File: config.mk
export PLATFORM = sky130hd
export DESIGN_NAME = uart_rx_flat
export DESIGN_NICKNAME = d
export VERILOG_FILES = /design/src/rtl/uart_rx_if.sv /design/src/rtl/uart_rx.sv /design/src/flat_wrapper.sv
export SDC_FILE = /design/constraint.sdc
export NUM_CORES = 1
export LEC_CHECK = 0
export CORE_ASPECT_RATIO = 1.4
export CORE_MARGIN = 8
export CORE_UTILIZATION = 37
export CTS_CLUSTER_SIZE = 30
export DETAILED_ROUTE_END_ITERATION = 8
export DONT_BUFFER_PORTS = 1
export PLACE_DENSITY = 0.53
export SLEW_MARGIN = 30
export SYNTH_ARGS = -nofsm -noshare
export SYNTH_HDL_FRONTEND = slang
export SYNTH_SLANG_ARGS = --single-unit
export TNS_END_PERCENT = 5
File: constraint.sdc
create_clock -name clk -period 2.9 [get_ports clk]
set_input_delay 0.435 -clock clk [delete_from_list [all_inputs] [get_ports clk]]
set_output_delay 0.435 -clock clk [all_outputs]
set_load 0.01 [all_outputs]
File: src/rtl/uart_rx_if.sv
`default_nettype none
// ============================================================================
//  Module      : uart_rx_if
//  Description : Serial line input and received-byte outputs of uart_rx.
//                master = the receiver, slave = the pin driver / consumer.
//  Revision    : 1.0  initial release
// ============================================================================
interface uart_rx_if;
  logic       rx;
  logic [7:0] data;
  logic       valid;
  logic       frame_err;
  logic       busy;

  modport master (
    input  rx,
    output data,
    output valid,
    output frame_err,
    output busy
  );

  modport slave (
    output rx,
    input  data,
    input  valid,
    input  frame_err,
    input  busy
  );
endinterface
`default_nettype wire

File: src/rtl/uart_rx.sv
`default_nettype none
// ============================================================================
//  Module      : uart_rx
//  Description : 8N1 UART receiver. Samples mid-bit from a synchronized rx,
//                strobes valid for each good byte, frame_err for a low stop
//                bit, and waits for the line to return high after an error.
//  Revision    : 1.0  initial release
// ============================================================================
module uart_rx #(
  parameter int CLOCK_FREQUENCY = 27000000,
  parameter int BAUD_RATE       = 115200
) (
  input  logic     clk,
  input  logic     rst_n,
  uart_rx_if.master bus
);

  localparam int BAUD_DIVISOR = CLOCK_FREQUENCY / BAUD_RATE;
  localparam int HALF_DIVISOR = BAUD_DIVISOR / 2;

  localparam logic [15:0] BAUD_LAST = 16'(BAUD_DIVISOR - 1);
  localparam logic [15:0] HALF_LAST = 16'(HALF_DIVISOR - 1);

  typedef enum logic [2:0] {
    S_IDLE      = 3'd0,
    S_START     = 3'd1,
    S_DATA      = 3'd2,
    S_STOP      = 3'd3,
    S_WAIT_HIGH = 3'd4
  } state_t;

  state_t      r_state;
  logic        r_rx_meta;
  logic        r_rx_s;
  logic        r_rx_s_d;
  logic [15:0] r_baud_cnt;
  logic [2:0]  r_bit_idx;
  logic [7:0]  r_shift_reg;
  logic [7:0]  r_data;
  logic        r_valid;
  logic        r_frame_err;
  logic        r_busy;
  logic        w_fall;

  // Two-flop synchronizer for the asynchronous pin plus a delayed copy for edge detection
  always_ff @(posedge clk or negedge rst_n) begin
    if (!rst_n) begin
      r_rx_meta <= 1'b1;
      r_rx_s    <= 1'b1;
      r_rx_s_d  <= 1'b1;
    end else begin
      r_rx_meta <= bus.rx;
      r_rx_s    <= r_rx_meta;
      r_rx_s_d  <= r_rx_s;
    end
  end

  assign w_fall = r_rx_s_d & ~r_rx_s;

  // Frame state machine: mid-bit sampling, byte assembly and registered strobes
  always_ff @(posedge clk or negedge rst_n) begin
    if (!rst_n) begin
      r_state     <= S_IDLE;
      r_baud_cnt  <= 16'd0;
      r_bit_idx   <= 3'd0;
      r_shift_reg <= 8'h00;
      r_data      <= 8'h00;
      r_valid     <= 1'b0;
      r_frame_err <= 1'b0;
      r_busy      <= 1'b0;
    end else begin
      r_valid     <= 1'b0;
      r_frame_err <= 1'b0;
      case (r_state)
        S_IDLE: begin
          if (w_fall) begin
            r_state    <= S_START;
            r_baud_cnt <= 16'd0;
            r_busy     <= 1'b1;
          end
        end
        S_START: begin
          if (r_baud_cnt == HALF_LAST) begin
            r_baud_cnt <= 16'd0;
            r_bit_idx  <= 3'd0;
            if (!r_rx_s) begin
              r_state <= S_DATA;
            end else begin
              // Line was high again at mid start bit: treat as a glitch
              r_state <= S_IDLE;
              r_busy  <= 1'b0;
            end
          end else begin
            r_baud_cnt <= r_baud_cnt + 16'd1;
          end
        end
        S_DATA: begin
          if (r_baud_cnt == BAUD_LAST) begin
            r_baud_cnt             <= 16'd0;
            r_shift_reg[r_bit_idx] <= r_rx_s;
            if (r_bit_idx == 3'd7) begin
              r_state <= S_STOP;
            end else begin
              r_bit_idx <= r_bit_idx + 3'd1;
            end
          end else begin
            r_baud_cnt <= r_baud_cnt + 16'd1;
          end
        end
        S_STOP: begin
          if (r_baud_cnt == BAUD_LAST) begin
            r_baud_cnt <= 16'd0;
            if (r_rx_s) begin
              r_data  <= r_shift_reg;
              r_valid <= 1'b1;
              r_state <= S_IDLE;
              r_busy  <= 1'b0;
            end else begin
              r_frame_err <= 1'b1;
              r_state     <= S_WAIT_HIGH;
            end
          end else begin
            r_baud_cnt <= r_baud_cnt + 16'd1;
          end
        end
        S_WAIT_HIGH: begin
          // Hold off until the line idles so a break is not read as start bits
          if (r_rx_s) begin
            r_state <= S_IDLE;
            r_busy  <= 1'b0;
          end
        end
        default: begin
          r_state <= S_IDLE;
          r_busy  <= 1'b0;
        end
      endcase
    end
  end

  assign bus.data      = r_data;
  assign bus.valid     = r_valid;
  assign bus.frame_err = r_frame_err;
  assign bus.busy      = r_busy;

endmodule
`default_nettype wire
File: src/flat_wrapper.sv
// flat-port wrapper written by rule: the top's interface ports become plain ports
module uart_rx_flat 
#(
  parameter int CLOCK_FREQUENCY = 27000000,
  parameter int BAUD_RATE       = 115200
)
  (clk, rst_n, bus_rx, bus_data, bus_valid, bus_frame_err, bus_busy);
  uart_rx_if bus_i ();
  input  logic clk;
  input  logic rst_n;
  input wire logic [$bits(bus_i.rx)-1:0] bus_rx;
  output wire logic [$bits(bus_i.data)-1:0] bus_data;
  output wire logic [$bits(bus_i.valid)-1:0] bus_valid;
  output wire logic [$bits(bus_i.frame_err)-1:0] bus_frame_err;
  output wire logic [$bits(bus_i.busy)-1:0] bus_busy;
  assign bus_i.rx = bus_rx;
  assign bus_data = bus_i.data;
  assign bus_valid = bus_i.valid;
  assign bus_frame_err = bus_i.frame_err;
  assign bus_busy = bus_i.busy;
  uart_rx #(.CLOCK_FREQUENCY(CLOCK_FREQUENCY), .BAUD_RATE(BAUD_RATE)) u_core (.clk(clk), .rst_n(rst_n), .bus(bus_i));
endmodule
==> metrics.cfg <==
[floorplan]
core_um2=5863
start_util_pct=38.13
num_rows=33
die_area_um2=8822
fp.dieH_um=108.0
top_level_ports=14
die_width_um=81.70

[routing]
drcViolationCount=0
post_drt_via_cell_ratio=5.493
drt-initial-drc-count=65
antenna_violating_nets_post_route=0
detailedRoute.firstPassIterationCount=4
dr_total_vias=1538
routedWlPerCell_um=15.99
postRouteWirelength_um=4477

[global_route]
grt-ovfl-total=0
initial_antenna_violation_count=0
number_of_global_route_vias_before_repair=1600
pin_count_of_the_biggest_net_entering_global_routing=45
grt_use_total_pct=11.49
grt_first_pass_wirelength_um=8045

[placed_design]
port-buffer-count=0
final_replace_weighted_congestion=0.7166
hpwl_um=3088

[yosys]
synth_area_per_cell_um2=10.80
synthesis.nets=215
synth_area_um2=2236
ys_async_sr_fraction_pct=100.0
post_synth_most_frequent_cells=41 x dfrtp_1, 18 x nand3_1, 15 x o21ai_0, 12 x nor2_1, 11 x a21oi_1
synth.yosys.warnings=0
synth.largest_area_cell=dfrtp_1
synthCells=207
postSynth.topFlopCell=dfrtp_1
number_of_enable_flip_flop_cells_after_synthesis=0
synth_top_area_share_pct=45.89
seq_area_frac_synth_pct=49.41
yosysMostFrequentCell=dfrtp_1
synth_area_leaders=dfrtp_1 46%, mux2_4 5.4%, nand3_1 4.0%, dfstp_2 3.5%, mux2_1 3.5%
synth.lib_cells_used.distinct=43
synth_seq_cells=44

[run_status]
run_status=complete, no violations

[timing]
timing.slew.headroom_pct=60.31
drv_slew=0
grt_setup_unrepaired=false
fin_crit_ns=2.563
finalClockSkew_ns=0.007547
worstMarginPinSlew_ns=0.5898
fmaxAchievable_mhz=390.2
setup_total_negative_slack_ns=0
period_share_pct=88.37
finalHoldWorstSlack_ns=0.1349
setup_viol=0
hold_viol=0

[clocking]
clock_insertion_delay_worst_skew_ns=0.29
numClockSinks=44
cts-buffers-inserted=5
h_tree_levels=2
cts_tree=yes
post-cts-setup-buffer-count=0
max-clock-path-buffers=2
root_buffer=clkbuf_8
clk_transition_reported_paths_ns=0.09

[worst_setup_path]
worst_ep_arrival_time_ns=2.75
critPathLaunchType=flip-flop
timing_worst_setup_path_type=flip-flop to flip-flop
end_kind=flip-flop
worst-path-max-fanout=10
timing.critical_path.required_ns=3.09
reg2reg_slack_ns=0.34

[layout]
largest_register_ffs=16
antenna_cells=0
final_nets=217
area_growth_syn_to_fin_pct=8.170
drive_above_1_share_pct=13.81
fill_cells=575

[hold_path]
type_of_the_worst_min_delay_path=primary input to flip-flop

[power_and_ir_drop]
pwr_per_cell_area_nw_per_um2=681.4
power.leakage_nw=1.090
power.ir.vdd_worst_mv=0.3360

[run]
drv.max_cap_violation_count=0

[stage by stage]
step                      util, %  setup slack, ns  cells  total power [mW]  instance area [um2]
after global routing        41.25           0.1537    280             1.772                 2419
after CTS                   41.25           0.3302    280             1.673                 2419
final                       41.25           0.3372    280             1.648                 2419
after detailed placement    38.71           0.3303    270             1.178                 2270
after floorplan                 -           0.7330    207             1.121                 2236
after global placement      38.71           0.3794    270             1.173                 2270
[layer usage]
layer	vias up	global-route usage (%)	part of all wire (%)
met4	0	3.778	1.3
met5	-	0	0
li1	760	-	-
met3	7	2.658	3.3
met2	19	19.45	50
met1	752	13.88	46
[final cells by class]
| type | count | area, um2 | area share [%] |
|---|---|---|---|
| flip-flops and latches | 44 | 1105 | 45.68 |
| multi-input cells | 148 | 1044 | 43.15 |
| well taps | 70 | 87.58 | 3.621 |
| clock buffers | 5 | 68.82 | 2.845 |
| repair buffers | 3 | 45.04 | 1.862 |
| clock inverters | 3 | 42.54 | 1.759 |
| inverters | 7 | 26.28 | 1.086 |
[worst max-delay path, stage by stage (launching register included)]
cell and delay [ns]:
dfrtp_1 0.41, inv_1 0.10, ha_1 0.13, or4bb_1 0.54, nor4_2 0.24, and2_1 0.44
nand3_4 0.24, mux2_4 0.36
[final timing paths]
kind | startpoint | depth (start not counted) | to
hold / removal | bus_rx | 0 | u_core.r_rx_meta
setup / recovery | u_core.r_baud_cnt[1] | 7 | u_core.bus.data[5]
max in group asynchronous | rst_n | 2 | u_core.r_rx_meta
hold reg to reg | u_core.r_rx_meta | 0 | u_core.r_rx_s
min in group asynchronous | rst_n | 2 | u_core.bus.data[0]
setup reg to reg | u_core.r_baud_cnt[1] | 7 | u_core.bus.data[5]
[power by group]
part	internal (mW)	total, mW	leakage (nW)	switching (mW)
logic	0.163	0.427	0.442	0.263
registers	0.660	0.752	0.594	0.0924
clock network	0.255	0.469	0.0541	0.214
[logic make-up (layout without fill, tap and decap cells)]
group / count (synthesis) / after routing / synth area share, %
xor gates and xnor gates: 2 / 2 / 0.7836
and+or+nand+nor: 74 / 74 / 18.92
buffers and inverters: 15 / 18 / 3.917
muxes: 16 / 16 / 9.402
DFF: 44 / 44 / 49.41
adders and majority gates: 5 / 5 / 2.798
AOI/OAI and AO/OA: 51 / 51 / 14.77
[what timing repair did]
action	CTS	global route
resized for setup	0	0
hold buffers	2	0
hold endpoints to repair	44	0
[layout by cell type, fill, tap and decap left out, drive strengths merged, types with 6 or more instances in the layout]
master / netlist / routed
inv: 7 / 7
nand2: 11 / 11
a21oi: 11 / 11
mux2: 16 / 16
a31oi: 8 / 8
o21ai: 17 / 17
dfrtp: 41 / 41
nand3: 19 / 19
nor2b: 6 / 6
nor2: 12 / 12
Note: power is estimated with default switching activity, not from simulation.
